===== src/rtl/uart_tx_serializer_pkg.sv =====
// Shared definitions for the UART transmit serializer: FSM state encoding,
// default bit timing and the line idle level.
package uart_tx_serializer_pkg;

   typedef enum logic [2:0] {
      ST_IDLE   = 3'd0,
      ST_START  = 3'd1,
      ST_DATA   = 3'd2,
      ST_PARITY = 3'd3,
      ST_STOP   = 3'd4
   } tx_state_e;

   localparam int   DEFAULT_CLKS_PER_BIT = 16;
   localparam logic LINE_IDLE            = 1'b1;

   function automatic int count_width(input int n);
      return (n > 1) ? $clog2(n) : 1;
   endfunction

endpackage


===== src/rtl/uart_tx_serializer_baud_tick.sv =====
// Modulo-CLKS_PER_BIT bit-period counter with synchronous clear and enable;
// bit_Tick marks the last cycle of each bit period.
module uart_tx_serializer_baud_tick
   import uart_tx_serializer_pkg::*;
#(
   parameter int CLKS_PER_BIT = DEFAULT_CLKS_PER_BIT,
   parameter int CW           = count_width(CLKS_PER_BIT)
) (
   input  logic          sample_Clk,
   input  logic          reset,
   input  logic          clear,
   input  logic          enable,
   output logic          bit_Tick,
   output logic [CW-1:0] count
);

   localparam logic [CW-1:0] LAST = CW'(CLKS_PER_BIT - 1);

   logic [CW-1:0] count_q;
   logic [CW-1:0] count_d;

   always_comb begin
      count_d = count_q;
      if (clear) begin
         count_d = '0;
      end else if (enable) begin
         count_d = (count_q == LAST) ? '0 : count_q + 1'b1;
      end
   end

   always_ff @(posedge sample_Clk or negedge reset) begin
      if (!reset) begin
         count_q <= '0;
      end else begin
         count_q <= count_d;
      end
   end

   assign bit_Tick = enable && (count_q == LAST);
   assign count    = count_q;

endmodule


===== src/rtl/uart_tx_serializer.sv =====
// UART transmit serializer: start bit, LSB-first data, optional parity and
// stop bit(s), with busy, frame-done and overrun status pulses.
module uart_tx_serializer
   import uart_tx_serializer_pkg::*;
#(
   parameter int CLKS_PER_BIT = DEFAULT_CLKS_PER_BIT,
   parameter int DATA_WIDTH   = 8,
   parameter int PARITY_EN    = 0,
   parameter int PARITY_ODD   = 0,
   parameter int STOP_BITS    = 1
) (
   input  logic                  sample_Clk,
   input  logic                  reset,
   input  logic                  tx_Start,
   input  logic [DATA_WIDTH-1:0] tx_Data,
   output logic                  tx_Serial,
   output logic                  tx_Busy,
   output logic                  tx_Done,
   output logic                  tx_Overrun
);

   localparam int CW = count_width(CLKS_PER_BIT);

   tx_state_e             state_q, state_d;
   logic [DATA_WIDTH-1:0] shreg_q, shreg_d;
   logic [3:0]            bit_cnt_q, bit_cnt_d;
   logic                  parity_q, parity_d;
   logic                  serial_q, serial_d;
   logic                  done_q, done_d;
   logic                  overrun_q, overrun_d;

   logic                  baud_clear;
   logic                  bit_tick;
   logic [CW-1:0]         baud_count;

   assign baud_clear = (state_q == ST_IDLE);

   uart_tx_serializer_baud_tick #(
      .CLKS_PER_BIT (CLKS_PER_BIT),
      .CW           (CW)
   ) u_baud (
      .sample_Clk (sample_Clk),
      .reset      (reset),
      .clear      (baud_clear),
      .enable     (!baud_clear),
      .bit_Tick   (bit_tick),
      .count      (baud_count)
   );

   // The last stop period ends one cycle early: the tx_Done cycle itself is the
   // final stop cycle, so a request taken then follows with no idle gap.
   always_comb begin
      state_d   = state_q;
      shreg_d   = shreg_q;
      bit_cnt_d = bit_cnt_q;
      parity_d  = parity_q;
      done_d    = 1'b0;
      overrun_d = tx_Start && (state_q != ST_IDLE);

      case (state_q)
         ST_IDLE: begin
            if (tx_Start) begin
               shreg_d   = tx_Data;
               parity_d  = (^tx_Data) ^ 1'(PARITY_ODD);
               bit_cnt_d = '0;
               state_d   = ST_START;
            end
         end
         ST_START: begin
            if (bit_tick) begin
               bit_cnt_d = '0;
               state_d   = ST_DATA;
            end
         end
         ST_DATA: begin
            if (bit_tick) begin
               if (bit_cnt_q == 4'(DATA_WIDTH - 1)) begin
                  bit_cnt_d = '0;
                  state_d   = (PARITY_EN != 0) ? ST_PARITY : ST_STOP;
               end else begin
                  shreg_d   = shreg_q >> 1;
                  bit_cnt_d = bit_cnt_q + 4'd1;
               end
            end
         end
         ST_PARITY: begin
            if (bit_tick) begin
               bit_cnt_d = '0;
               state_d   = ST_STOP;
            end
         end
         ST_STOP: begin
            if ((bit_cnt_q == 4'(STOP_BITS - 1)) &&
                (baud_count == CW'(CLKS_PER_BIT - 2))) begin
               state_d = ST_IDLE;
               done_d  = 1'b1;
            end else if (bit_tick) begin
               bit_cnt_d = bit_cnt_q + 4'd1;
            end
         end
         default: begin
            state_d = ST_IDLE;
         end
      endcase

      case (state_d)
         ST_START:  serial_d = 1'b0;
         ST_DATA:   serial_d = shreg_d[0];
         ST_PARITY: serial_d = parity_d;
         default:   serial_d = LINE_IDLE;
      endcase
   end

   always_ff @(posedge sample_Clk or negedge reset) begin
      if (!reset) begin
         state_q   <= ST_IDLE;
         shreg_q   <= '0;
         bit_cnt_q <= '0;
         parity_q  <= 1'b0;
         serial_q  <= LINE_IDLE;
         done_q    <= 1'b0;
         overrun_q <= 1'b0;
      end else begin
         state_q   <= state_d;
         shreg_q   <= shreg_d;
         bit_cnt_q <= bit_cnt_d;
         parity_q  <= parity_d;
         serial_q  <= serial_d;
         done_q    <= done_d;
         overrun_q <= overrun_d;
      end
   end

   assign tx_Serial  = serial_q;
   assign tx_Busy    = (state_q != ST_IDLE);
   assign tx_Done    = done_q;
   assign tx_Overrun = overrun_q;

endmodule


===== config.mk =====
export PLATFORM = sky130hd
export DESIGN_NAME = uart_tx_serializer
export DESIGN_NICKNAME = d
export VERILOG_FILES = /design/src/rtl/uart_tx_serializer_pkg.sv /design/src/rtl/uart_tx_serializer_baud_tick.sv /design/src/rtl/uart_tx_serializer.sv
export SDC_FILE = /design/constraint.sdc
export NUM_CORES = 1
export LEC_CHECK = 0
export BUFFER_PORTS_ARGS = -buffer_cell sky130_fd_sc_hd__buf_4
export CORE_MARGIN = 1
export CORE_UTILIZATION = 61
export CTS_BUF_LIST = sky130_fd_sc_hd__clkbuf_16
export DETAILED_ROUTE_END_ITERATION = 10
export GPL_TIMING_DRIVEN = 0
export PLACE_DENSITY_LB_ADDON = 0.2
export SETUP_SLACK_MARGIN = 0.15
export SYNTH_ARGS = -nofsm -noshare
export SYNTH_HDL_FRONTEND = slang
export SYNTH_SLANG_ARGS = --single-unit

===== constraint.sdc =====
create_clock -name sample_Clk -period 3.3 [get_ports sample_Clk]
set_input_delay 0.66 -clock sample_Clk [delete_from_list [all_inputs] [get_ports sample_Clk]]
set_output_delay 0.66 -clock sample_Clk [all_outputs]
set_load 0.005 [all_outputs]

### Word-level counts from Yosys, hierarchy flattened

Index checks and enable logic that the tools add are counted.

* $add $sub $neg: 2
* equality and inequality tests: 16
* multiplexer cells: 25
* reduce and logical (&&, ||, !) cells: 13

Operators by type and width (count)
* 4-bit 2-to-1 mux: 8
* 8-bit 2-to-1 mux: 3
* 3-bit 2-to-1 mux: 6
* 4-bit case mux with 4 select lines: 1
* 8-bit case mux with 2 select lines: 1
* 3-bit case mux with 5 select lines: 1
* 3-bit by 2-bit == test with 1-bit output (second input constant): 4
* 2-bit inequality test (second input constant): 5
* 4-bit by 1-bit adder with 4-bit output (second input constant): 2
* 4-bit == test (second input constant): 2
* 8-bit parity: 1
* 3-bit by 1-bit == test with 1-bit output (second input constant): 2
* 6-bit AND reduction: 1
* 4-bit by 3-bit == test with 1-bit output (second input constant): 1
* 4-bit zero test: 1
* 1-bit 2-to-1 mux: 4
* 4-bit AND reduction: 1
* 4-bit nonzero test: 1
* 3-bit == test (second input constant): 1
* 1-bit logical AND: 3
* 3-bit zero test: 1
* 1-bit case mux with 3 select lines: 1
* 3-bit nonzero test: 1
* 2-bit by 1-bit inequality test with 1-bit output (second input constant): 1
* other kinds (3): 3

* flip-flop bits (word level): 23

### Logic depth before layout (Yosys ltp)

Gate-level depths: netlist of the first run.

* word-level depth: 7
* depth in mapped cells: 7
* mapped depth without buffers: 7

### Modules after synthesis

A second synthesis of the first run with hierarchy kept.

* cells, all modules: 130
* area total of the unflattened synthesis: 1243.7 sq um

Modules (own cells, without submodules)
* uart_tx_serializer: instances 1, cells an instance 109, area each 1042.2 sq um, sequential area each 476.7 sq um
* uart_tx_serializer_baud_tick: instances 1, cells an instance 21, area each 201.4 sq um, sequential area each 100.1 sq um

### Worst setup path after synthesis of the first run

Ideal clock, no wire load.

* kind: reg2reg
* start point: reg u_baud.count_q[0], in the netlist u_baud.count[0]
* end point: reg bit_cnt_q[2]
* setup time: 0.121 ns
* arrival time: 1.483 ns
* required time: 3.179 ns
* setup slack: 1.696 ns
* stages on the path, launching flop included: 7
* clock period less this slack: 1.604 ns
* path through: dfrtp_1 -> ha_1 -> and3_4 -> a22oi_2 -> o32a_2 -> o21ai_1 -> a22o_1

* longest elaborated chain between the ends: 4

Ends and longest elaborated chain
* from (decl): line uart_tx_serializer_baud_tick.sv:19 `logic [CW-1:0] count_q;`
* from (signal assigned): line uart_tx_serializer_baud_tick.sv:35 `count_q <= count_d;`
* 4-bit == test (on tied branches): line uart_tx_serializer.sv:94, uart_tx_serializer_baud_tick.sv:39
* 1-bit logical AND (on tied branches): line uart_tx_serializer.sv:93, uart_tx_serializer_baud_tick.sv:39
* 2-bit inequality test (no line) or 2-bit by 1-bit inequality test with 1-bit output (tied branches)
* 6-bit AND reduction (no line) *
* to (signal assigned): line uart_tx_serializer.sv:126 `bit_cnt_q <= bit_cnt_d;`
* to (decl): line uart_tx_serializer.sv:26 `logic [3:0] bit_cnt_q, bit_cnt_d;`

Mark *: on every way between the ends. The rest lies on a longest branch, timed or not.
A chain may end at the register's enable or synchronous reset.

### Final worst setup path of the first run

* start point: reg state_q[2]
* end point: out tx_Busy

* longest elaborated chain between the ends: 1

Ends and longest elaborated chain
* from (decl): line uart_tx_serializer.sv:24 `tx_state_e state_q, state_d;`
* from (signal assigned): line uart_tx_serializer.sv:124 `state_q <= state_d;`
* 3-bit nonzero test: line uart_tx_serializer.sv:135 `assign tx_Busy = (state_q != ST_IDLE);`
* to (decl): line uart_tx_serializer.sv:17 `output logic tx_Busy,`

No other way between the ends.

==> results of run 1 <==
-- power breakdown --
part / switching, mW / total (mW) / leakage (nW) / internal, mW
clock network: 0.0938 / 0.257 / 0.0409 / 0.163
registers: 0.000159 / 0.283 / 0.301 / 0.283
logic: 0.0173 / 0.0358 / 0.391 / 0.0185
-- worst max-delay path, delay by kind of cell, from the launching register on --
family / cells / cell delay (ns)
flip-flops: 1 / 0.45
buffers and inverters: 2 / 0.26
AND/OR/NAND/NOR: 1 / 0.30
-- kinds of logic after synthesis --
logic type	Yosys count	share of synthesized area
buf+inv	13	0.0492
fa+ha+maj	4	0.0386
simple gates	46	0.229
xor+xnor	9	0.0608
flops	23	0.445
compound gates	30	0.178
-- routing by layer --
| metal | vias up | part of all wire | GRT usage |
|---|---|---|---|
| met5 | - | 0 | 0 |
| met4 | 0 | 0.013 | 0.117 |
| met3 | 5 | 0.046 | 0.0370 |
| met2 | 32 | 0.50 | 0.408 |
| met1 | 516 | 0.44 | 0.343 |
| li1 | 493 | - | - |
-- worst min path at each step --
stage / startpoint / endpoint / slack (ns) / cells past startpoint
after floorplan: reset / bit_cnt_q[0] / 0.36 / 0
after global placement: u_baud.count[0] / u_baud.count[0] / 0.46 / 1
after detailed placement: u_baud.count[0] / u_baud.count[0] / 0.48 / 1
after CTS: reset / tx_Overrun / 0.30 / 1
after global routing: reset / tx_Overrun / 0.31 / 1
final: reset / u_baud.count[2] / 0.29 / 1
-- registers in the layout, indices dropped and copies added, names as in the netlist --
register      flops
shreg_q           8
bit_cnt_q         4
u_baud.count      4
state_q           3
parity_q          1
tx_Done           1
tx_Overrun        1
tx_Serial         1
-- layout by cell type (no fill, tap or decap), types with 3 or more instances in the layout --
cell and n:
xnor2_1 8, clkbuf_16 3, inv_1 9, a222oi_1 6, o21ai_1 4, o21ai_0 4
buf_4 16, nor2_1 8, a21oi_1 3, nand2_1 10, ha_1 4, dfrtp_1 22
-- final cells by class --
type / count / area [um2]
inverters: 10 / 37.5
flip-flops and latches: 23 / 577
clock buffers: 3 / 75.1
clock inverters: 1 / 5.00
fillers: 136 / 465
well taps: 27 / 33.8
multi-input cells: 89 / 657
plain buffers: 3 / 26.3
repair buffers: 14 / 105
-- through the flow --
stage                util  power (mW)
finish              0.765       0.575
CTS                 0.765       0.580
floorplan               -       0.304
global route        0.765       0.593
detailed placement  0.725       0.324
global placement    0.725       0.323
==> flow_summary.toml, run 1 <==
[synth]
synth_area_leaders = "dfrtp_1 42%, xnor2_1 5.4%, a222oi_1 4.6%"
synth.most_common_cell = "dfrtp_1"
synth_edf_count = 0
synth_nets = 140
synth_top_cell_area_share = 0.424
yosysUniqueCellTypes = 46
synthArstFlopShare = 1.00
avgSynthCellArea_um2 = 10.4
syn-cell-area_um2 = 1300
synth_cells = 125
synthTopCellsByCount = "22 x dfrtp_1, 10 x nand2_1, 9 x inv_1"
synthFlopType = "dfrtp_1"
ys_seq_area_frac = 0.445
yosysTopAreaCell = "dfrtp_1"
ys_ff_latch = 23
yosysWarnings = 0

[clock_tree]
cts_root_buf = "clkbuf_16"
ctsLongestPathBuffers = 2
clock_latency_ns = 0.25
path_clk_slew_ns = 0.06
cts_tree = "built"
htreeDepth = 1
clkSinkCount = 23
cts_buffers = 3
post_cts_buffers = 0
holdBufCountCts = 0
cts_resized = 0

[setup_path]
r2r_end = "shreg_q[2]"
slowest_stage = "dfrtp_1"
end_kind = "output pin"
critical_path_class = "reg2out"
crit_chain = "nor3_4 -> inv_2 -> buf_4"
critPathLaunchType = "flop"
worst_r2r_path_depth = 6
r2r_setup_slack_ns = 1.55
cp-endpoint = "tx_Busy"
arrival_ns = 1.26
path_max_fanout = 5
required_ns = 2.64
cp-startpoint = "state_q[2]"
timing.rr.start = "state_q[2]"
worst_path_largest_cell_delay_ns = 0.45

[status]
outcome = "complete, no violations"

[floorplanning]
initial_core_util = 0.655
die_area_um2 = 2320
ios = 15
die_h_um = 48.1
core-area_um2 = 1980
die_w_um = 48.1
rows = 16

[sta]
skew_ns = 0.00150
setup_violations = 0
max_freq_mhz = 521
rsz0062_at_grt = "false"
tns_ns = 0
finalWorstSetupSlack_ns = 1.38
finalCritPeriodShare = 0.582
worstMarginPinSlew_ns = 0.364
whs_ns = 0.287
min_period_ns = 1.92
slew_viol_final = 0
hold_viol = 0
slew_headroom = 0.757

[detailed_routing]
drt_iter0_drc = 52
vias = 1046
drc = 0
routed_wl_mm = 2.70
drt-wirelength-per-cell_um = 15.9
first_pass_iters = 5
vias_per_cell = 6.15
ant_nets = 0

[global_routing]
grt_usage = 0.255
antenna_found_initial = 0
grt-ovfl-total = 0
grt_pass1_vias = 963
grt_max_degree = 24
grt_pass1_wl_mm = 4.15

[cells_and_area]
nNetsFinal = 159
drive_above_1_share = 0.266
fin_area_um2 = 1520
antenna_cells = 0
syn_to_final_growth_pct = 16.9
final_cells = 170

[power_and_ir_drop]
p_leak_nw = 0.733
max-vdd-ir-drop_uv = 276
powerDensity_nw_per_um2 = 379

[placed_design]
portBuffers = 14
placed_cells = 166
placed_area_um2 = 1440
dpl_worst_slack_ns = 1.56
gp_congestion = 0.883
place.detailed.hpwl_mm = 1.87

[min_path]
hold_class = "in2async"

[job]
drv_cap = 0
Note: power is estimated with default switching activity, not from simulation.
==> run 2, diff against run 1 <==
--- a/config.mk
+++ b/config.mk
@@ -7,7 +7,7 @@
 export LEC_CHECK = 0
 export BUFFER_PORTS_ARGS = -buffer_cell sky130_fd_sc_hd__buf_4
 export CORE_MARGIN = 1
-export CORE_UTILIZATION = 61
+export CORE_UTILIZATION = 51
 export CTS_BUF_LIST = sky130_fd_sc_hd__clkbuf_16
 export DETAILED_ROUTE_END_ITERATION = 10
 export GPL_TIMING_DRIVEN = 0
==> constraint.sdc (replaced) <==
create_clock -name sample_Clk -period 1.6 [get_ports sample_Clk]
set_input_delay 0.32 -clock sample_Clk [delete_from_list [all_inputs] [get_ports sample_Clk]]
set_output_delay 0.32 -clock sample_Clk [all_outputs]
set_load 0.005 [all_outputs]
==> run 2 against run 1 <==
  * The flow now finishes with violations (setup timing)
  * Count of clock-buffer cells in the layout unchanged
  * Critical path type is now reg2reg
  * Critical path depth grew 5
  * Routed wire length is 13% higher
  * Utilization down 0.97 points
  * Sequential power rose by 110%
==> flow_summary.toml, run 2 (synthesis results as in run 1) <==
[detailed_routing]
dr_wl_met2_mm = 1.54
met1Wirelength_mm = 1.35
vias_per_cell = 5.85
wl_met3_um = 77
vias = 1089
ant_nets = 0
drc = 0
drt-wirelength-per-cell_um = 16.5
drt_iter0_drc = 47
first_pass_iters = 4
top_layer = "met4"
routed_wl_mm = 3.06

[clock_tree]
clkSinkCount = 23
htreeDepth = 1
cts_root_buf = "clkbuf_16"
path_clk_slew_ns = 0.06
cts_tree = "built"
ctsLongestPathBuffers = 2
cts_buffers = 3
clock_latency_ns = 0.26

[global_routing]
grt-ovfl-total = 0
antenna_found_initial = 0
grt_pass1_wl_mm = 4.80
grt_pass1_vias = 1072
grt_max_degree = 24
grt_usage = 0.240

[setup_path]
path_buf_inv = 2
slowest_stage = "dfrtp_1"
crit_chain = "inv_1 -> ha_2 -> nand4_1 -> buf_4 -> nor3_2 -> o21ai_1 -> a41oi_2 -> o21ai_1"
arrival_ns = 1.89
required_ns = 1.78
worst_path_largest_cell_delay_ns = 0.41
cp_common_cell = "o21ai_1"
critPathLaunchType = "flop"
crit_family = "compound AO/OA/AOI/OAI gates"
path_max_fanout = 4
critical_path_class = "reg2reg"
end_kind = "flop"

[floorplanning]
core-area_um2 = 2300
die_h_um = 52.4
die_w_um = 52.4
rows = 17
die_area_um2 = 2750
initial_core_util = 0.565
ios = 15

[power_and_ir_drop]
fin_total_pwr_mw = 1.21
power.switching_mw = 0.247
comb_power_share = 0.063
p_leak_nw = 0.820
powerDensity_nw_per_um2 = 695
power.share.sequential = 0.483
switching_share = 0.205
pwr-share-clk = 0.453
power.internal_mw = 0.959
max-vdd-ir-drop_uv = 512

[sta]
setup_violations = 3
finalWorstSetupSlack_ns = -0.110
hold_viol = 0
rsz0062_at_grt = "true"
finalCritPeriodShare = 1.07
slew_viol_final = 0
slew_headroom = 0.808
skew_ns = 0.00447
max_freq_mhz = 585
min_period_ns = 1.71
worstMarginPinSlew_ns = 0.285

[status]
outcome = "finished with violations"
violations = "setup timing"

[placed_design]
dpl_worst_slack_ns = -0.0778
portBuffers = 14
place.detailed.hpwl_mm = 1.87
gp_congestion = 0.857

[cells_and_area]
fillers = 154
final_common_cell = "buf_4"
multi_input_area_um2 = 752
largest_reg_flops = 8
nNetsFinal = 174
regMostFlops = "shreg_q"
ff_latch_area_um2 = 581
drive_above_1_share = 0.430
final_cell_mix = "26 x buf_4, 19 x dfrtp_1, 8 x inv_1, 8 x xnor2_1, 8 x nand2_1"
syn_to_final_growth_pct = 33.8
antenna_cells = 0

[min_path]
hold_class = "in2reg"

[job]
drv_cap = 0
-- run 2: cell count changes in the layout (fill, tap and decap cells not counted), moves of 2 or more --
cell,before,now
buf_4,16,26
ha_2,0,2
ha_1,4,1
dfrtp_2,0,3
nor2_4,0,2
dfrtp_1,22,19
nand2_1,10,8
buf_6,1,4
o21ai_1,4,2
-- run 2: final timing paths --
| kind | from | endpoint | slack [ns] | depth (start not counted) |
|---|---|---|---|---|
| max | bit_cnt_q[1] | tx_Serial | -0.11 | 8 |
| min | tx_Data[7] | shreg_q[7] | 0.31 | 2 |
| max reg2reg | bit_cnt_q[1] | tx_Serial | -0.11 | 8 |
| min reg2reg | u_baud.count[0] | u_baud.count[0] | 0.49 | 1 |
| max in group asynchronous | reset | tx_Serial | 0.84 | 2 |
| min in group asynchronous | reset | shreg_q[0] | 0.49 | 2 |
-- run 2: power by group through the flow --
stage	logic (mW)	registers, mW	clock network, mW
after floorplan	0.0319	0.594	0
after global placement	0.0723	0.594	0
after detailed placement	0.0731	0.594	0
after CTS	0.0758	0.583	0.555
after global routing	0.0856	0.583	0.573
final	0.0766	0.583	0.547
-- run 2: timing repair --
item | in CTS | in global routing
setup endpoints to repair | 14 | 18
hold endpoints to repair | 22 | 0
gates cloned | 0 | 1
hold buffers | 1 | 0
pin swaps | 7 | 16
buffers inserted | 7 | 6
gates resized for setup | 8 | 15
-- run 2: final cells by class --
cell class	instances	share of cell area
Timing Repair Buffer	28	0.127
Inverter	10	0.0216
Multi-Input combinational cell	90	0.433
Buffer	3	0.0173
Clock buffer	3	0.0433
Clock inverter	1	0.00288
Sequential cell	23	0.335
Tap cell	28	0.0202
-- run 2: metrics by stage --
step | TNS (ns) | instances | hold slack, ns | area (um2) | util
2_1_floorplan | 0 | 125 | 0.0244 | 1310 | -
3_3_place_gp | -0.192 | 167 | 0.226 | 1450 | 0.632
3_5_place_dp | -0.427 | 167 | 0.231 | 1450 | 0.632
4_1_cts | -0.0912 | 179 | 0.306 | 1640 | 0.712
5_1_grt | -1.05 | 186 | 0.317 | 1740 | 0.755
6_report | -0.296 | 186 | 0.307 | 1740 | 0.755
-- run 2: layer usage --
| metal | GRT usage | vias up |
|---|---|---|
| met4 | 0.105 | 0 |
| li1 | - | 519 |
| met5 | 0 | - |
| met3 | 0.0261 | 11 |
| met1 | 0.294 | 530 |
| met2 | 0.420 | 29 |
